<file path="src/rtl/fmult_accum_seq_pkg.sv">
// Shared constants and state encoding for the sequential FMULT accumulator.
// Contents:
//   state_t          - controller states (IDLE, MAC, DONE)
//   NTAPS_Z/NTAPS_P  - zero-predictor (6) and pole-predictor (2) tap counts
//   COEF_W/FLT_W     - coefficient width (16) and float operand width (11)
//   OUT_W            - SEZ/SE estimate width (15)
//   IDX_SEZ/IDX_LAST - tap indices at which SEZI is captured and the MAC ends
package fmult_accum_seq_pkg;

    localparam int unsigned NTAPS_Z = 6;
    localparam int unsigned NTAPS_P = 2;
    localparam int unsigned NTAPS   = NTAPS_Z + NTAPS_P;
    localparam int unsigned COEF_W  = 16;
    localparam int unsigned FLT_W   = 11;
    localparam int unsigned OUT_W   = 15;
    localparam int unsigned IDX_W   = 3;

    localparam logic [IDX_W-1:0] IDX_SEZ  = IDX_W'(NTAPS_Z - 1);
    localparam logic [IDX_W-1:0] IDX_LAST = IDX_W'(NTAPS - 1);

    typedef enum logic [1:0] {
        ST_IDLE = 2'd0,
        ST_MAC  = 2'd1,
        ST_DONE = 2'd2
    } state_t;

endpackage

</file>
<file path="src/rtl/fmult_accum_seq_if.sv">
// Operand/result bundle for fmult_accum_seq.
// Signals:
//   start          - request a new prediction (master -> slave)
//   B1..B6, A1, A2 - 16-bit two's-complement predictor coefficients
//   DQ1..DQ6       - 11-bit float delayed quantized differences
//   SR1, SR2       - 11-bit float delayed reconstructed signal
//   SEZ, SE        - 15-bit partial / full signal estimates (slave -> master)
//   busy, done     - operation in progress / one-cycle completion pulse
interface fmult_accum_seq_if;
    import fmult_accum_seq_pkg::*;

    logic              start;
    logic [COEF_W-1:0] B1, B2, B3, B4, B5, B6;
    logic [FLT_W-1:0]  DQ1, DQ2, DQ3, DQ4, DQ5, DQ6;
    logic [COEF_W-1:0] A1, A2;
    logic [FLT_W-1:0]  SR1, SR2;
    logic [OUT_W-1:0]  SEZ;
    logic [OUT_W-1:0]  SE;
    logic              busy;
    logic              done;

    modport master (
        output start, B1, B2, B3, B4, B5, B6, DQ1, DQ2, DQ3, DQ4, DQ5, DQ6,
               A1, A2, SR1, SR2,
        input  SEZ, SE, busy, done
    );

    modport slave (
        input  start, B1, B2, B3, B4, B5, B6, DQ1, DQ2, DQ3, DQ4, DQ5, DQ6,
               A1, A2, SR1, SR2,
        output SEZ, SE, busy, done
    );

endinterface

</file>
<file path="src/rtl/fmult_accum_seq_fmult.sv">
// G.726 FMULT: combinational product of a 16-bit two's-complement
// coefficient and an 11-bit float operand {sign, exp[3:0], mant[5:0]}.
// Ports:
//   i_an - coefficient An (16)
//   i_sr - float operand SRn/DQn (11)
//   o_w  - signed product W (16)
module fmult
    import fmult_accum_seq_pkg::*;
(
    input  logic [COEF_W-1:0] i_an,
    input  logic [FLT_W-1:0]  i_sr,
    output logic [COEF_W-1:0] o_w
);

    logic [15:0] w_an_abs;
    logic [12:0] w_anmag;
    logic [3:0]  w_anexp;
    logic [18:0] w_mag_sh;
    logic [5:0]  w_anmant;
    logic [11:0] w_prod;
    logic [7:0]  w_wmant;
    logic [4:0]  w_wexp;
    logic [14:0] w_wm7;
    logic [14:0] w_wmag;
    logic        w_sgn;

    always_comb begin
        // Magnitude is kept to 13 bits, so An = -32768 folds to zero.
        w_an_abs = i_an[15] ? (16'd0 - i_an) : i_an;
        w_anmag  = 13'(w_an_abs >> 2);

        // Exponent is the number of significant bits (leading one position + 1).
        w_anexp = 4'd0;
        for (int unsigned k = 0; k < 13; k++) begin
            if (w_anmag[k]) begin
                w_anexp = 4'(k + 1);
            end
        end

        w_mag_sh = {w_anmag, 6'b0} >> w_anexp;
        w_anmant = (w_anmag == 13'd0) ? 6'd32 : w_mag_sh[5:0];

        w_prod  = 12'(i_sr[5:0]) * 12'(w_anmant);
        w_wmant = 8'(({1'b0, w_prod} + 13'd48) >> 4);
        w_wexp  = {1'b0, i_sr[9:6]} + {1'b0, w_anexp};

        // Left-shift case truncates to 15 bits, matching the & 0x7FFF mask.
        w_wm7 = {w_wmant, 7'b0};
        if (w_wexp <= 5'd26) begin
            w_wmag = w_wm7 >> (5'd26 - w_wexp);
        end else begin
            w_wmag = w_wm7 << (w_wexp - 5'd26);
        end

        w_sgn = i_sr[10] ^ i_an[15];
        o_w   = w_sgn ? (16'd0 - {1'b0, w_wmag}) : {1'b0, w_wmag};
    end

endmodule

</file>
<file path="src/rtl/fmult_accum_seq.sv">
// Sequential G.726 predictor: one shared FMULT stepped over 6 zero taps
// (Bk x DQk) and 2 pole taps (Ak x SRk), accumulated modulo 2^16.
// Ports:
//   clk   - clock, rising edge
//   reset - synchronous, active low
//   bus   - operand/result bundle (slave side): start, B1..B6, DQ1..DQ6,
//           A1, A2, SR1, SR2 in; SEZ, SE, busy, done out
module fmult_accum_seq
    import fmult_accum_seq_pkg::*;
(
    input  logic              clk,
    input  logic              reset,
    fmult_accum_seq_if.slave  bus
);

    state_t            r_state;
    logic [IDX_W-1:0]  r_idx;
    logic [15:0]       r_acc;
    logic [OUT_W-1:0]  r_sezi;
    logic [OUT_W-1:0]  r_sez;
    logic [OUT_W-1:0]  r_se;
    logic              r_busy;
    logic              r_done;

    logic [COEF_W-1:0] r_coef [NTAPS];
    logic [FLT_W-1:0]  r_flt  [NTAPS];

    logic [COEF_W-1:0] w_an;
    logic [FLT_W-1:0]  w_sr;
    logic [15:0]       w_w;
    logic [15:0]       w_sum;

    // Operands are captured only when a start is accepted.
    always_ff @(posedge clk) begin
        if (r_state == ST_IDLE && bus.start) begin
            r_coef[0] <= bus.B1;  r_flt[0] <= bus.DQ1;
            r_coef[1] <= bus.B2;  r_flt[1] <= bus.DQ2;
            r_coef[2] <= bus.B3;  r_flt[2] <= bus.DQ3;
            r_coef[3] <= bus.B4;  r_flt[3] <= bus.DQ4;
            r_coef[4] <= bus.B5;  r_flt[4] <= bus.DQ5;
            r_coef[5] <= bus.B6;  r_flt[5] <= bus.DQ6;
            r_coef[6] <= bus.A1;  r_flt[6] <= bus.SR1;
            r_coef[7] <= bus.A2;  r_flt[7] <= bus.SR2;
        end
    end

    assign w_an  = r_coef[r_idx];
    assign w_sr  = r_flt[r_idx];
    assign w_sum = r_acc + w_w;

    fmult u_fmult (
        .i_an (w_an),
        .i_sr (w_sr),
        .o_w  (w_w)
    );

    always_ff @(posedge clk) begin
        if (!reset) begin
            r_state <= ST_IDLE;
            r_idx   <= '0;
            r_acc   <= '0;
            r_sezi  <= '0;
            r_sez   <= '0;
            r_se    <= '0;
            r_busy  <= 1'b0;
            r_done  <= 1'b0;
        end else begin
            r_done <= 1'b0;
            case (r_state)
                ST_IDLE: begin
                    if (bus.start) begin
                        r_state <= ST_MAC;
                        r_idx   <= '0;
                        r_acc   <= '0;
                        r_busy  <= 1'b1;
                    end
                end
                ST_MAC: begin
                    r_acc <= w_sum;
                    r_idx <= r_idx + 1'b1;
                    // SEZI keeps only the bits that reach SEZ.
                    if (r_idx == IDX_SEZ) begin
                        r_sezi <= w_sum[15:1];
                    end
                    if (r_idx == IDX_LAST) begin
                        r_state <= ST_DONE;
                    end
                end
                ST_DONE: begin
                    r_sez   <= r_sezi;
                    r_se    <= r_acc[15:1];
                    r_done  <= 1'b1;
                    r_busy  <= 1'b0;
                    r_state <= ST_IDLE;
                end
                default: begin
                    r_state <= ST_IDLE;
                    r_busy  <= 1'b0;
                end
            endcase
        end
    end

    assign bus.SEZ  = r_sez;
    assign bus.SE   = r_se;
    assign bus.busy = r_busy;
    assign bus.done = r_done;

endmodule

</file>
<file path="src/flat_wrapper.sv">
// flat-port wrapper written by rule: the top's interface ports become plain ports
module fmult_accum_seq_flat import fmult_accum_seq_pkg::*;
  (clk, reset, bus_start, bus_B1, bus_B2, bus_B3, bus_B4, bus_B5, bus_B6, bus_DQ1, bus_DQ2, bus_DQ3, bus_DQ4, bus_DQ5, bus_DQ6, bus_A1, bus_A2, bus_SR1, bus_SR2, bus_SEZ, bus_SE, bus_busy, bus_done);
  fmult_accum_seq_if bus_i ();
  input  logic clk;
  input  logic reset;
  input wire logic [$bits(bus_i.start)-1:0] bus_start;
  input wire logic [$bits(bus_i.B1)-1:0] bus_B1;
  input wire logic [$bits(bus_i.B2)-1:0] bus_B2;
  input wire logic [$bits(bus_i.B3)-1:0] bus_B3;
  input wire logic [$bits(bus_i.B4)-1:0] bus_B4;
  input wire logic [$bits(bus_i.B5)-1:0] bus_B5;
  input wire logic [$bits(bus_i.B6)-1:0] bus_B6;
  input wire logic [$bits(bus_i.DQ1)-1:0] bus_DQ1;
  input wire logic [$bits(bus_i.DQ2)-1:0] bus_DQ2;
  input wire logic [$bits(bus_i.DQ3)-1:0] bus_DQ3;
  input wire logic [$bits(bus_i.DQ4)-1:0] bus_DQ4;
  input wire logic [$bits(bus_i.DQ5)-1:0] bus_DQ5;
  input wire logic [$bits(bus_i.DQ6)-1:0] bus_DQ6;
  input wire logic [$bits(bus_i.A1)-1:0] bus_A1;
  input wire logic [$bits(bus_i.A2)-1:0] bus_A2;
  input wire logic [$bits(bus_i.SR1)-1:0] bus_SR1;
  input wire logic [$bits(bus_i.SR2)-1:0] bus_SR2;
  output wire logic [$bits(bus_i.SEZ)-1:0] bus_SEZ;
  output wire logic [$bits(bus_i.SE)-1:0] bus_SE;
  output wire logic [$bits(bus_i.busy)-1:0] bus_busy;
  output wire logic [$bits(bus_i.done)-1:0] bus_done;
  assign bus_i.start = bus_start;
  assign bus_i.B1 = bus_B1;
  assign bus_i.B2 = bus_B2;
  assign bus_i.B3 = bus_B3;
  assign bus_i.B4 = bus_B4;
  assign bus_i.B5 = bus_B5;
  assign bus_i.B6 = bus_B6;
  assign bus_i.DQ1 = bus_DQ1;
  assign bus_i.DQ2 = bus_DQ2;
  assign bus_i.DQ3 = bus_DQ3;
  assign bus_i.DQ4 = bus_DQ4;
  assign bus_i.DQ5 = bus_DQ5;
  assign bus_i.DQ6 = bus_DQ6;
  assign bus_i.A1 = bus_A1;
  assign bus_i.A2 = bus_A2;
  assign bus_i.SR1 = bus_SR1;
  assign bus_i.SR2 = bus_SR2;
  assign bus_SEZ = bus_i.SEZ;
  assign bus_SE = bus_i.SE;
  assign bus_busy = bus_i.busy;
  assign bus_done = bus_i.done;
  fmult_accum_seq u_core (.clk(clk), .reset(reset), .bus(bus_i));
endmodule
</file>
<file path="config.mk">
export PLATFORM = sky130hd
export DESIGN_NAME = fmult_accum_seq_flat
export DESIGN_NICKNAME = d
export VERILOG_FILES = /design/src/rtl/fmult_accum_seq_pkg.sv /design/src/rtl/fmult_accum_seq_if.sv /design/src/rtl/fmult_accum_seq_fmult.sv /design/src/rtl/fmult_accum_seq.sv /design/src/flat_wrapper.sv
export SDC_FILE = /design/constraint.sdc
export NUM_CORES = 1
export LEC_CHECK = 0
export ABC_AREA = 0
export CAP_MARGIN = 20
export CORE_AREA = 2 2 237 122
export DETAILED_ROUTE_END_ITERATION = 10
export DIE_AREA = 0 0 239 124
export GPL_TIMING_DRIVEN = 0
export PLACE_DENSITY = 0.76
export SLEW_MARGIN = 30
export SYNTH_ARGS = -nofsm -noshare
export SYNTH_HDL_FRONTEND = slang
export SYNTH_SLANG_ARGS = --single-unit
</file>
<file path="constraint.sdc">
create_clock -name clk -period 15.2 [get_ports clk]
set_input_delay 1.52 -clock clk [delete_from_list [all_inputs] [get_ports clk]]
set_output_delay 1.52 -clock clk [all_outputs]
set_load 0.02 [all_outputs]
</file>
==> impl_results.md, run 1 <==
* Status: completed
* Fin area at 18,600 µm²
* R2R Path End: u_core.r_sezi[13]$_SDFFE_PN0P_
* Synth Cell Area at 14,700 µm²
* GP Congestion at 0.950
* Global-route wire length before repair at 56.8 mm
* Worst slew margin at 0.421
* CP arrival at 14.22 ns
* Clk_lat worst skew at 0.57 ns
* Launch point of the worst hold path: u_core.bus.SE[2]$_SDFFE_PN0P_
* Max IR drop VDD at 0.148 mV
* Dpl cells at 1,769
* Gr usage total at 0.250
* Net Count, Synth at 1,446
* Fin crit share at 0.905
* Critical path type: reg2reg
* Final setup vio count at 0
* Post-route setup TNS at 0 ns
* Via/cell ratio at 5.79
* Initial DRC count at 866
* TritonCTS clock tree: built
* Achievable Freq at 0.0727 GHz
* Nets at 1,726
* Max cap viols at 0
* Power Density at 195 nW/µm²
* Primary FF master, synth: edfxtp_1
* Overall routed net length at 36.7 mm
* Unrepaired setup endpoints after global routing: false
* Total setup buffers inserted after CTS at 0
* # hold bufs at CTS at 0
* Initial Util at 0.536
* Worst Setup End Kind: flop
* Most used cell, CP: fa_1
* Post-detail-place hpwl at 28.3 mm
* Worst EP required at 15.66 ns
* Crit Path Max Fanout at 10
* Vias in the first global route at 10,633
* EDFF count, synth at 216
* Commonest non-fill, non-tap cells in the layout: clkdlybuf4s50_1 (250), edfxtp_1 (216), nand2_1 (136), dfxtp_1 (71), nor2_1 (60)
* DRT antenna net count at 0
* Clock-pin slew on the worst setup and hold paths at 0.07 ns
* Post-synth ARST share at 0
* Vias after detailed routing at 10,530
* Routed wire length per instance at 20.2 µm
* Number of failing hold endpoints at the final stage at 0
* Row count at 43
* Post-CTS sizing at 0
* Pre-Repair DR Iteration Count at 5
* Crit-path slowest cell: a2111oi_0
* Hold path endpoint: u_core.bus.SE[2]$_SDFFE_PN0P_
* Post-synth top area share at 0.441
* Largest net degree at the start of global routing at 104
* Reg2Reg Setup Slack at 1.44 ns
* Synth unique cells at 87
* Layout cells sized above 1 at 0.0927
* Htree depth at 1
* Post-synthesis sequential area ratio at 0.538
* Synthesized area per cell at 12.7 µm²
* DIE HEIGHT at 124 µm
* HP Class: reg2reg
* PortBufs at 250
* Clock Sinks at 287
* Remaining design rule violation count at 0
* R2R depth at 46
* Initial antenna violation count at 2
* Leakage at 6.61 nW
* Fin cells at 1,819
* Yosys reg bits at 287
* Max Slew Vio Count at 0
* Most common cell after layout, fill and taps aside: clkdlybuf4s50_1
* Clock period minus worst slack at 13.76 ns
* Slew @ Worst Pin at 0.845 ns
* Root buf cell: clkbuf_16
* Post-Synthesis Cells at 1,157
* GR Overflow Total at 0
* Number of synthesis warnings at 0
* Die extent in x at 239 µm
* Leading area contributor after synthesis: edfxtp_1
* Ranking of synthesized cells by area: edfxtp_1 (44%), dfxtp_1 (9.7%), mux4_2 (7.8%)
* IO Count at 251
* Slowest stage delay, CP at 0.69 ns
* Hold path depth at 2
* Max Root-Sink Buffers at 3
* Area growth, synth to finish at 26.9%
* Core area at 27,400 µm²
* Startpoint types: flop
* DP Area at 17,700 µm²
* Worst clock skew at 0.0280 ns
* CTS buffer count at 26
* Area of the die at 29,600 µm²
synthesized netlist by cell type, types with 5 or more instances:
master and n:
mux2_2 10, o21bai_1 6, nand4_1 6, fa_1 20, buf_2 8, nand2_1 136, o21ai_0 33, o21a_1 6
inv_1 38, xor2_1 21, a31oi_1 14, dfxtp_1 71, a41oi_1 6, nor2b_1 11, a21o_1 11, o31ai_1 5
mux2i_1 31, a22o_1 9, or3_1 6, mux4_2 51, nor3b_1 6, a21boi_0 47, and3_1 5, ha_1 50
clkbuf_1 31, nand2b_1 9, a211oi_1 14, nor3_1 23, a21oi_1 41, and2_1 11, o211ai_1 5, nand3_1 23
nor2_1 60, edfxtp_1 216, xnor2_1 30, or2_1 6
flip-flops by register name (all words and copies together), names as in the netlist, named ones only:
name / count
u_core.r_acc: 16
u_core.bus.done: 1
u_core.r_state: 2
u_core.r_idx: 3
u_core.r_sezi: 15
u_core.bus.SE: 15
u_core.bus.busy: 1
u_core.r_coef: 128
u_core.bus.SEZ: 15
u_core.r_flt: 88
area by class of cell:
| class | instances | area, µm² |
|---|---|---|
| Tap cell | 360 | 450 |
| Clock buffer | 36 | 729 |
| Inverter | 39 | 154 |
| Sequential cell | 287 | 7910 |
| Multi-Input combinational cell | 784 | 6430 |
| Timing Repair Buffer | 252 | 2560 |
| Antenna cell | 2 | 5.00 |
| Fill cell | 1941 | 8790 |
| Buffer | 47 | 214 |
| Clock inverter | 12 | 198 |
worst max-delay path by stage:
stage / startpoint / to / depth (start not counted)
2_1_floorplan: flop / u_core.r_acc[14]$_SDFFE_PN0P_ / 47
3_3_place_gp: flop / u_core.r_sezi[13]$_SDFFE_PN0P_ / 48
3_5_place_dp: flop / u_core.r_sezi[13]$_SDFFE_PN0P_ / 46
4_1_cts: flop / u_core.r_sezi[13]$_SDFFE_PN0P_ / 46
5_1_grt: flop / u_core.r_sezi[13]$_SDFFE_PN0P_ / 47
6_report: flop / u_core.r_sezi[13]$_SDFFE_PN0P_ / 46
metrics by stage:
stage                     utilization  hold slack, ns  setup WS, ns  power (mW)
after floorplan                     -           0.438          3.84        2.44
after global placement          0.643           0.452          1.88        2.88
after detailed placement        0.646           0.459          1.56        2.93
after CTS                       0.679           0.467          1.49        3.64
after global routing            0.680           0.484         0.535        3.91
final                           0.680           0.462          1.44        3.64
critical path: cells and delay by family (launching register included):
kind	cells	cell delay, ns
AO/OA/AOI/OAI	22	6.02
XOR/XNOR	1	0.35
buffers and inverters	5	1.05
AND/OR/NAND/NOR	9	1.96
multiplexers	2	0.77
adder cells (fa/ha/maj)	7	3.22
flip-flops	1	0.30
logic make-up (layout without fill, tap and decap cells):
family | after synthesis | count (layout) | share of synthesized area
buf+inv | 86 | 386 | 0.0244
mux | 101 | 101 | 0.117
other cells | 0 | 2 | 0
flops | 287 | 287 | 0.538
xor+xnor | 52 | 52 | 0.0320
simple gates | 315 | 315 | 0.0995
compound gates | 245 | 245 | 0.118
fa+ha+maj | 71 | 71 | 0.0705
metal layers:
metal	GRT usage	routed length, µm
met1	0.334	15600
met2	0.436	18400
met3	0.0355	1960
met4	0.0660	713
met5	0	0
power breakdown:
| part | switching [mW] | internal, mW | total [mW] |
|---|---|---|---|
| Sequential | 0.0187 | 0.892 | 0.911 |
| Clock | 0.295 | 0.409 | 0.704 |
| Combinational | 1.19 | 0.837 | 2.03 |
Power figures use the tool's default switching activity.
==> run 2: changes to the inputs <==
Settings changed: CORE_AREA 2 2 237 122 to 2 2 168 170, DIE_AREA 0 0 239 124 to 0 0 170 172, PLACE_DENSITY 0.76 to 0.77, RECOVER_POWER set to 50.
==> run 2 against run 1 <==
Compared with the run above: the run now ends with max-capacitance violations, max-slew violations left; clock power shrank 7.1%; final cell count decreased by 0.38%; hold slack got worse by 0.0030 ns; first-iteration DRC count is 30% lower; sequential cell count unchanged.
==> impl_results.md, run 2 (synthesized netlist as in run 1, its figures left out) <==
* Achievable Freq at 0.0737 GHz (was 0.0727 GHz)
* Die extent in x at 170 µm (was 239 µm)
* GP Congestion at 0.883 (was 0.950)
* Reg with most FFs: u_core.r_coef (unchanged)
* Total setup buffers inserted after CTS at 0 (unchanged)
* Max Slew Vio Count at 42 (was 0)
* Vias in the first global route at 10,180 (was 10,633)
* Max IR drop VDD at 0.164 mV (was 0.148 mV)
* TritonCTS clock tree: built (unchanged)
* Post-detail-place hpwl at 25.6 mm (was 28.3 mm)
* Slowest stage delay, CP at 0.75 ns (was 0.69 ns)
* Crit Path Max Fanout at 10 (unchanged)
* Area occupied by multi-input gates at 6430 µm² (about the same)
* Post-route setup TNS at 0 ns (unchanged)
* Slew @ Worst Pin at 2.03 ns (was 0.845 ns)
* Area of the die at 29,200 µm² (was 29,600 µm²)
* Root buf cell: clkbuf_16 (unchanged)
* Filler cells at 2,028 (was 1,941)
* Top Registers: u_core.r_coef x128, u_core.r_flt x88, u_core.r_acc x16 (unchanged)
* Vias after detailed routing at 10,296 (was 10,530)
* Worst EP required at 15.69 ns (was 15.66 ns)
* Htree depth at 1 (unchanged)
* Worst clock skew at 0.0138 ns (was 0.0280 ns)
* Fin cells at 1,812 (was 1,819)
* Register Area at 7910 µm² (unchanged)
* # hold bufs at CTS at 0 (unchanged)
* Critical path type: reg2reg (unchanged)
* Final setup vio count at 0 (unchanged)
* Initial antenna violation count at 5 (was 2)
* CP arrival at 14.05 ns (was 14.22 ns)
* Crit-path slowest cell: a211oi_1 (was a2111oi_0)
* Max reg flops at 128 (unchanged)
* Post-CTS sizing at 0 (unchanged)
* Remaining design rule violation count at 0 (unchanged)
* GR Overflow Total at 0 (unchanged)
* Pre-Repair DR Iteration Count at 5 (unchanged)
* Dpl cells at 1,755 (was 1,769)
* HP Class: reg2reg (unchanged)
* Clock-pin slew on the worst setup and hold paths at 0.06 ns (was 0.07 ns)
* DRT antenna net count at 0 (unchanged)
* Worst slew margin at -0.363 (was 0.421)
* R2R Path End: u_core.r_sezi[13]$_SDFFE_PN0P_ (unchanged)
* Via/cell ratio at 5.68 (was 5.79)
* Clock Sinks at 287 (unchanged)
* IO Count at 251 (unchanged)
* Overall routed net length at 33.4 mm (was 36.7 mm)
* Nets at 1,729 (was 1,726)
* Routed wire length per instance at 18.4 µm (was 20.2 µm)
* Failing checks: max-capacitance violations, max-slew violations
* Hold Slack at 0.459 ns (was 0.462 ns)
* Global-route wire length before repair at 52.3 mm (was 56.8 mm)
* Pwr Total at 3.60 mW (was 3.64 mW)
* Hold path depth at 2 (unchanged)
* Core area at 27,500 µm² (was 27,400 µm²)
* Most common cell after layout, fill and taps aside: dlygate4sd3_1 (was clkdlybuf4s50_1)
* Unrepaired setup endpoints after global routing: false (unchanged)
* Layout cells sized above 1 at 0.0897 (was 0.0927)
* Number of failing hold endpoints at the final stage at 0 (unchanged)
* R2R depth at 48 (was 46)
* Launch point of the worst hold path: u_core.bus.SE[7]$_SDFFE_PN0P_ (was u_core.bus.SE[2]$_SDFFE_PN0P_)
* Row count at 61 (was 43)
* Startpoint types: flop (unchanged)
* Initial Util at 0.535 (was 0.536)
* Max cap viols at 1 (was 0)
* Hold path endpoint: u_core.bus.SE[7]$_SDFFE_PN0P_ (was u_core.bus.SE[2]$_SDFFE_PN0P_)
* Leakage at 6.62 nW (was 6.61 nW)
* Worst Setup End Kind: flop (unchanged)
* Reg2Reg Setup Slack at 1.63 ns (was 1.44 ns)
* Commonest non-fill, non-tap cells in the layout: dlygate4sd3_1 (218), edfxtp_1 (216), nand2_1 (136), dfxtp_1 (71), nor2_1 (60) (was clkdlybuf4s50_1 (250), edfxtp_1 (216), nand2_1 (136), dfxtp_1 (71), nor2_1 (60))
* Largest net degree at the start of global routing at 106 (was 104)
* DIE HEIGHT at 172 µm (was 124 µm)
* Fin crit share at 0.892 (was 0.905)
* Initial DRC count at 602 (was 866)
* Clk_lat worst skew at 0.56 ns (was 0.57 ns)
* Power Density at 194 nW/µm² (was 195 nW/µm²)
* PortBufs at 250 (unchanged)
* Status: finished with violations (was completed)
* CTS buffer count at 29 (was 26)
* Max Root-Sink Buffers at 3 (unchanged)
* Gr usage total at 0.228 (was 0.250)
* Clock period minus worst slack at 13.57 ns (was 13.76 ns)
* Area growth, synth to finish at 26.3% (was 26.9%)
==> run 2: cell types whose count changed in the layout (fill, tap and decap cells not counted), sizes merged <==
cell	before	now
clkinvlp	0	3
bufinv	4	1
diode	2	5
dlygate4sd3	0	218
inv	41	39
clkbuf	67	66
clkdlybuf4s50	250	32
clkinv	6	13
==> run 2: critical path: cells and delay by family (launching register included) <==
family / cells / cell delay [ns]
xor+xnor: 1 / 0.31
compound gates: 20 / 5.27
fa+ha+maj: 7 / 2.98
buf+inv: 7 / 1.22
mux: 4 / 1.21
simple gates: 9 / 2.16
flops: 1 / 0.31
==> run 2: how the worst max path moves through the flow <==
stage                                     endpoint  slack [ns]  cells after the start
floorplan            u_core.r_acc[14]$_SDFFE_PN0P_        3.84                     47
global placement    u_core.r_sezi[11]$_SDFFE_PN0P_        1.80                     47
detailed placement  u_core.r_sezi[11]$_SDFFE_PN0P_        1.76                     47
CTS                 u_core.r_sezi[13]$_SDFFE_PN0P_        1.66                     48
global route        u_core.r_sezi[13]$_SDFFE_PN0P_        0.62                     47
finish              u_core.r_sezi[13]$_SDFFE_PN0P_        1.63                     48
==> run 2: area by class of cell <==
type                            count  area share
Antenna cell                        5    0.000674
Clock buffer                       35      0.0403
Inverter                           39     0.00795
Buffer                             47      0.0115
Clock inverter                     17     0.00633
Timing Repair Buffer              252       0.138
Sequential cell                   287       0.426
Tap cell                          346      0.0233
Multi-Input combinational cell    784       0.346
==> run 2: where the power goes <==
| part | internal, mW | switching [mW] |
|---|---|---|
| combinational | 0.830 | 1.20 |
| sequential | 0.893 | 0.0177 |
| clock | 0.366 | 0.288 |
==> run 2: metal layers <==
metal,vias up,GRT usage,part of all wire
li1,4956,-,-
met1,4957,0.299,0.42
met2,332,0.398,0.50
met3,49,0.0359,0.057
met4,2,0.0595,0.019
met5,-,0,0.00039
==> run 2: stage by stage <==
stage                     cell area (µm²)  worst slack [ns]   util
after global placement              17600              1.80  0.642
after CTS                           18600              1.66  0.676
after detailed placement            17700              1.76  0.644
after global routing                18600             0.619  0.676
after floorplan                     14700              3.84      -
final                               18600              1.63  0.676
